**src/rtl/step_cmd_gen_pkg.sv**
```systemverilog
// -----------------------------------------------------------------------------
// step_cmd_gen_pkg
//   Shared constants and types for the step command generator.
//   The distributor and this block both derive their timing from CLK_HZ,
//   so changing the system clock means editing one number.
// -----------------------------------------------------------------------------
package step_cmd_gen_pkg;

    localparam int CLK_HZ       = 50_000_000;
    localparam int DEF_STEP_DIV = CLK_HZ;        // 1 step per second
    localparam int DEF_DEB_CYC  = CLK_HZ / 50;   // 20 ms of stable button level

    typedef enum logic {
        IDLE = 1'b0,
        RUN  = 1'b1
    } state_e;

endpackage

```
**src/rtl/step_cmd_gen_btn_debounce.sv**
```systemverilog
// -----------------------------------------------------------------------------
// btn_debounce
//   2-FF synchronizer followed by a counting debouncer for one raw button.
//
// Ports
//   clk      : system clock
//   rst_n    : asynchronous active-low reset
//   btn_raw  : raw, asynchronous button level
//   level    : debounced level; moves only after DEB_CYC equal samples
//   settled  : high once any level has been accepted since reset, i.e. the
//              debounced level reflects the real button rather than the
//              reset default
// -----------------------------------------------------------------------------
module btn_debounce #(
    parameter int DEB_CYC = 3
) (
    input  logic clk,
    input  logic rst_n,
    input  logic btn_raw,
    output logic level,
    output logic settled
);

    localparam int CW = $clog2(DEB_CYC + 1);

    logic          sync1_q,   sync1_d;
    logic          sync2_q,   sync2_d;
    logic          vld1_q,    vld1_d;
    logic          vld2_q,    vld2_d;
    logic          cand_q,    cand_d;
    logic [CW-1:0] cnt_q,     cnt_d;
    logic          level_q,   level_d;
    logic          settled_q, settled_d;

    always_comb begin
        // NOTE: every combinational output gets a default first so no path
        // leaves it unassigned, which would otherwise infer a latch.
        sync1_d   = btn_raw;
        sync2_d   = sync1_q;
        vld1_d    = 1'b1;
        vld2_d    = vld1_q;
        cand_d    = cand_q;
        cnt_d     = cnt_q;
        level_d   = level_q;
        settled_d = settled_q;

        // The valid pipeline masks the reset values still sitting in the
        // synchronizer, so a button held through reset is never mistaken
        // for a released one.
        if (vld2_q) begin
            if (sync2_q != cand_q) begin
                cand_d = sync2_q;
                cnt_d  = CW'(1);
            end else if (cnt_q != CW'(DEB_CYC)) begin
                cnt_d = cnt_q + CW'(1);
            end
            if (cnt_d == CW'(DEB_CYC)) begin
                level_d   = cand_d;
                settled_d = 1'b1;
            end
        end
    end

    // NOTE: clocked state uses non-blocking assignments so every flop
    // samples the pre-edge value of its neighbours.
    always_ff @(posedge clk or negedge rst_n) begin
        if (!rst_n) begin
            sync1_q   <= 1'b0;
            sync2_q   <= 1'b0;
            vld1_q    <= 1'b0;
            vld2_q    <= 1'b0;
            cand_q    <= 1'b0;
            cnt_q     <= '0;
            level_q   <= 1'b0;
            settled_q <= 1'b0;
        end else begin
            sync1_q   <= sync1_d;
            sync2_q   <= sync2_d;
            vld1_q    <= vld1_d;
            vld2_q    <= vld2_d;
            cand_q    <= cand_d;
            cnt_q     <= cnt_d;
            level_q   <= level_d;
            settled_q <= settled_d;
        end
    end

    assign level   = level_q;
    assign settled = settled_q;

endmodule

```
**src/rtl/step_cmd_gen.sv**
```systemverilog
// -----------------------------------------------------------------------------
// step_cmd_gen
//   Counted, abortable step command generator feeding the stepper pulse
//   distributor. Debounces START/STOP, latches N and DIR at move start and
//   emits N evenly spaced single-cycle STEP strobes.
//
// Ports
//   CP     : system clock
//   CR     : asynchronous active-low reset
//   START  : raw START button (active-high, asynchronous)
//   STOP   : raw STOP button (active-high, asynchronous)
//   DIR    : requested direction, 1 = forward; sampled at move start
//   N      : requested step count; sampled at move start
//   STEP   : one-cycle advance strobe
//   M      : latched direction, constant for the whole move
//   BUSY   : move in progress
//   DONE   : one-cycle pulse on normal completion (or on a zero-count start)
//   REMAIN : steps still to issue
// -----------------------------------------------------------------------------
module step_cmd_gen
    import step_cmd_gen_pkg::*;
#(
    parameter int STEP_DIV = DEF_STEP_DIV,
    parameter int DEB_CYC  = DEF_DEB_CYC,
    parameter int CNT_W    = 8
) (
    input  logic             CP,
    input  logic             CR,
    input  logic             START,
    input  logic             STOP,
    input  logic             DIR,
    input  logic [CNT_W-1:0] N,
    output logic             STEP,
    output logic             M,
    output logic             BUSY,
    output logic             DONE,
    output logic [CNT_W-1:0] REMAIN
);

    localparam int PW = $clog2(STEP_DIV);

    logic start_lv, start_settled;
    logic stop_lv,  stop_settled;
    logic start_ev;

    state_e           state_q,      state_d;
    logic [PW-1:0]    presc_q,      presc_d;
    logic [CNT_W-1:0] remain_q,     remain_d;
    logic             m_q,          m_d;
    logic             step_q,       step_d;
    logic             done_q,       done_d;
    logic             busy_q,       busy_d;
    logic             start_prev_q, start_prev_d;
    logic             armed_q,      armed_d;

    btn_debounce #(.DEB_CYC(DEB_CYC)) u_start_deb (
        .clk     (CP),
        .rst_n   (CR),
        .btn_raw (START),
        .level   (start_lv),
        .settled (start_settled)
    );

    btn_debounce #(.DEB_CYC(DEB_CYC)) u_stop_deb (
        .clk     (CP),
        .rst_n   (CR),
        .btn_raw (STOP),
        .level   (stop_lv),
        .settled (stop_settled)
    );

    // Starts are accepted only after START has been seen released with both
    // button paths settled; a START held through reset therefore needs a
    // fresh press, and stop_lv is trustworthy before any move can begin.
    assign start_ev = start_lv & ~start_prev_q & armed_q;

    always_comb begin
        state_d      = state_q;
        presc_d      = presc_q;
        remain_d     = remain_q;
        m_d          = m_q;
        step_d       = 1'b0;
        done_d       = 1'b0;
        start_prev_d = start_lv;
        armed_d      = armed_q | (start_settled & stop_settled & ~start_lv);

        unique case (state_q)
            IDLE: begin
                if (start_ev && !stop_lv) begin
                    if (N != '0) begin
                        m_d      = DIR;
                        remain_d = N;
                        presc_d  = '0;
                        state_d  = RUN;
                    end else begin
                        done_d = 1'b1;
                    end
                end
            end
            RUN: begin
                // STOP takes priority over a coincident terminal count.
                if (stop_lv) begin
                    state_d = IDLE;
                end else if (presc_q == PW'(STEP_DIV - 1)) begin
                    step_d   = 1'b1;
                    remain_d = remain_q - CNT_W'(1);
                    presc_d  = '0;
                    if (remain_q == CNT_W'(1)) begin
                        done_d  = 1'b1;
                        state_d = IDLE;
                    end
                end else begin
                    presc_d = presc_q + PW'(1);
                end
            end
            default: state_d = IDLE;
        endcase

        // BUSY stays high through the final STEP/DONE cycle and drops after.
        busy_d = (state_d == RUN) || ((state_q == RUN) && done_d);
    end

    always_ff @(posedge CP or negedge CR) begin
        if (!CR) begin
            state_q      <= IDLE;
            presc_q      <= '0;
            remain_q     <= '0;
            m_q          <= 1'b1;
            step_q       <= 1'b0;
            done_q       <= 1'b0;
            busy_q       <= 1'b0;
            start_prev_q <= 1'b0;
            armed_q      <= 1'b0;
        end else begin
            state_q      <= state_d;
            presc_q      <= presc_d;
            remain_q     <= remain_d;
            m_q          <= m_d;
            step_q       <= step_d;
            done_q       <= done_d;
            busy_q       <= busy_d;
            start_prev_q <= start_prev_d;
            armed_q      <= armed_d;
        end
    end

    assign STEP   = step_q;
    assign M      = m_q;
    assign BUSY   = busy_q;
    assign DONE   = done_q;
    assign REMAIN = remain_q;

endmodule

```
**config.mk**
```make
export PLATFORM = sky130hd
export DESIGN_NAME = step_cmd_gen
export DESIGN_NICKNAME = d
export VERILOG_FILES = /design/src/rtl/step_cmd_gen_pkg.sv /design/src/rtl/step_cmd_gen_btn_debounce.sv /design/src/rtl/step_cmd_gen.sv
export SDC_FILE = /design/constraint.sdc
export NUM_CORES = 1
export LEC_CHECK = 0
export CAP_MARGIN = 15
export CELL_PAD_IN_SITES_DETAIL_PLACEMENT = 1
export CELL_PAD_IN_SITES_GLOBAL_PLACEMENT = 2
export CORE_MARGIN = 4
export CORE_UTILIZATION = 36
export DETAILED_ROUTE_END_ITERATION = 6
export DONT_BUFFER_PORTS = 1
export PLACE_DENSITY_LB_ADDON = 0.05
export SLEW_MARGIN = 15
export SYNTH_ARGS = -nofsm -noshare
export SYNTH_HDL_FRONTEND = slang
export SYNTH_SLANG_ARGS = --single-unit
```
**constraint.sdc**
```tcl
create_clock -name CP -period 2.5 [get_ports CP]
set_input_delay 0.375 -clock CP [delete_from_list [all_inputs] [get_ports CP]]
set_output_delay 0.375 -clock CP [all_outputs]
set_load 0.01 [all_outputs]
```
==> flow_summary.yaml <==
critical_path:
  crit_top_cell: "or3_1"
  crit_required_ns: 2.78
  path_buf_inv: 0
  crit_fanout: 6
  r2r_end: "u_start_deb.level"
  slowest_delay_ns: 0.56
  arrival_ns: 2.64
  slowest_stage: "or4_4"
  r2r-start: "u_start_deb.cnt_q[10]"
  crit_type: "reg2reg"
  cp_top_family: "simple AND/OR/NAND/NOR gates"
  crit_path_cell_trace: "nand3_4, or4_4, or3_1, a21boi_1, o22ai_1, or3_1, o21ai_1"
  endpoint_kind: "flip-flop"
  start_kind: "flip-flop"
  r2r_slack_ns: 0.13
  r2r_cells: 7
layout:
  syn_to_final_growth_pct: 15.5
  drive_gt1_share_pct: 16.2
  n_antenna_cell: 0
  fin_util_pct: 43.0
  finalNetCount: 699
detailed_routing:
  dr.pass1.iters: 4
  wl_per_cell_um: 18.4
  drt_iter0_markers: 241
  routed_wl_mm: 15.9
  via_per_inst: 5.66
  antenna_left: 0
  drc: 0
  vias: 4887
sta:
  hold_viol_final: 93
  fin_crit_ns: 2.37
  hold_ws_ns: -0.287
  setup_viol: 0
  fin_worst_skew_ns: 0.00611
  fin_crit_sh_pct: 94.6
  worst_slack_ns: 0.134
  slew_headroom_pct: 65.2
  worst_pin_slew_ns: 0.517
  max_freq_mhz: 423
  maxSlewViolCount: 0
grt:
  grt_busiest_layer: "met2"
  grt_pass1_vias: 5178
  grt-ovfl-total: 0
  grt_use_total_pct: 19.0
  grt_use_met1_pct: 25.4
  grt_max_degree: 94
  grt_first_pass_wirelength_mm: 27.1
  use_met2_pct: 31.6
  antenna_found_initial: 0
  use_met3_pct: 3.63
synth:
  synth-edff-count: 0
  synth_most_common_cell: "nand2_1"
  synth_fp_nets: 663
  syn_inst: 639
  synth.ff_latch_count: 93
  synth_area_leaders: "dfrtp_1 42%, nand2_1 6.9%, o21ai_0 5.8%, nand3_1 3.5%, nor2_1 3.3%"
  async_flop_share_pct: 100
  yosysWarnings: 0
  ys.flop_type: "dfrtp_1"
  yosys.area.top_type: "dfrtp_1"
  synthTopCellsByCount: "101 x nand2_1, 92 x dfrtp_1, 63 x o21ai_0, 48 x nor2_1, 38 x nand3_1"
  yosysSeqAreaShare_pct: 42.5
  yosysUniqueCellTypes: 73
  syn_area_mm2: 0.00548
  synth_area_per_cell_um2: 8.57
  synth.top_cell.area_share_pct: 42.0
placement:
  place_ws_ns: 0.0997
  place.gp.congestion: 0.834
  io_buffers: 0
  dp_hpwl_mm: 11.5
floorplanning:
  die-area_mm2: 0.0173
  start_util_pct: 37.3
  core_area_mm2: 0.0147
  io_pins: 25
  fp.dieW_um: 131
  core.rowCount: 44
  die_y_um: 131
worst_hold_path:
  hold_class: "in2async"
power_and_ir_drop:
  vdd_drop_max_uv: 548
  p_total_mw: 3.66
  p_per_area_mw_per_mm2: 579
  p_leak_nw: 2.62
clock_network:
  worstSkewPairLatency_ns: 0.35
  cts_setup_buffers: 0
  path_clk_slew_ns: 0.07
  numCtsBuffers: 9
  cts_tree: "built"
  clock_path_buffers: 2
  htreeDepth: 3
  clock_sinks: 93
  cts_root_buf: "clkbuf_16"
run:
  drv_cap: 0
run_status:
  status: "finished, violations left"
  violations: "negative hold slack"
## area by class of cell
cell class                      instances  area [um^2]
Multi-Input combinational cell        490         2930
Tap cell                              184          230
Timing Repair Buffer                   59          455
Fill cell                            1734         8370
Clock inverter                          6         72.6
Clock buffer                           10          229
Inverter                               22         82.6
Sequential cell                        93         2330
## state kept, by name, summed over array words and instances (netlist names), 8 cells and up
signal and count:
REMAIN 8, presc_q 26, u_start_deb.cnt_q 20, u_stop_deb.cnt_q 20
## kinds of logic (layout without fill, tap and decap cells)
kind of cell    Yosys count  count (layout)  share of synthesized area (%)
fa+ha+maj                11              11                           2.51
buf+inv                  56              97                           4.64
compound gates          145             145                           16.7
other cells               1               1                         0.0685
xor+xnor                 29              29                           4.64
flops                    93              93                           42.5
mux                       8               8                           1.55
simple gates            296             296                           27.4
## timing repair
item,CTS,global route
endpoints found under the setup margin,0,4
hold endpoints to repair,93,93
gates resized for setup,0,8
## through the flow
step / cell area, um^2 / hold slack [ns] / std cells / TNS [ns]
after detailed placement: 6000 / 0.0818 / 848 / 0
after global routing: 6330 / -0.306 / 864 / -0.000434
after CTS: 6300 / -0.304 / 864 / 0
after floorplan: 5480 / 0.0794 / 639 / 0
final: 6330 / -0.287 / 864 / 0
after global placement: 6000 / 0.0817 / 848 / 0
## per-layer routing
layer	vias to the layer above	wire, um	part of all wire [%]
li1	2365	-	-
met1	2446	7580	48
met2	57	7610	48
met3	19	421	2.7
met4	0	261	1.6
met5	-	0	0
## worst max path at each step
stage | slack (ns) | startpoint | depth (start not counted) | to
global placement | 0.14 | u_start_deb.cnt_q[11] | 7 | u_start_deb.level
floorplan | 0.14 | u_stop_deb.cnt_q[0] | 9 | u_stop_deb.level
global route | -0.0004 | u_stop_deb.cnt_q[0] | 8 | u_stop_deb.level
detailed placement | 0.1 | u_start_deb.cnt_q[11] | 7 | u_start_deb.level
CTS | 0.09 | u_stop_deb.cnt_q[1] | 8 | u_stop_deb.level
finish | 0.13 | u_start_deb.cnt_q[10] | 7 | u_start_deb.level
## placed cells by master, fill, tap and decap left out, types with 7 or more instances in the layout
cell / instances
clkbuf_16: 9
nand2_1: 100
xor2_1: 10
a21oi_1: 18
o22ai_1: 7
inv_1: 20
xnor2_1: 18
nand4_1: 20
nor3_1: 12
or3_1: 7
nor2_1: 47
nor4_1: 10
dfrtp_1: 91
nand2b_1: 7
o21ai_0: 63
buf_4: 58
ha_1: 10
o31ai_1: 19
and3_1: 8
nand3_1: 38
## where the power goes
part | total [mW] | internal (mW) | switching, mW
registers | 1.62 | 1.56 | 0.0629
clock network | 1.43 | 0.789 | 0.643
logic | 0.607 | 0.254 | 0.353
total | 3.66 | 2.61 | 1.06
(Power assumes the default switching activity.)
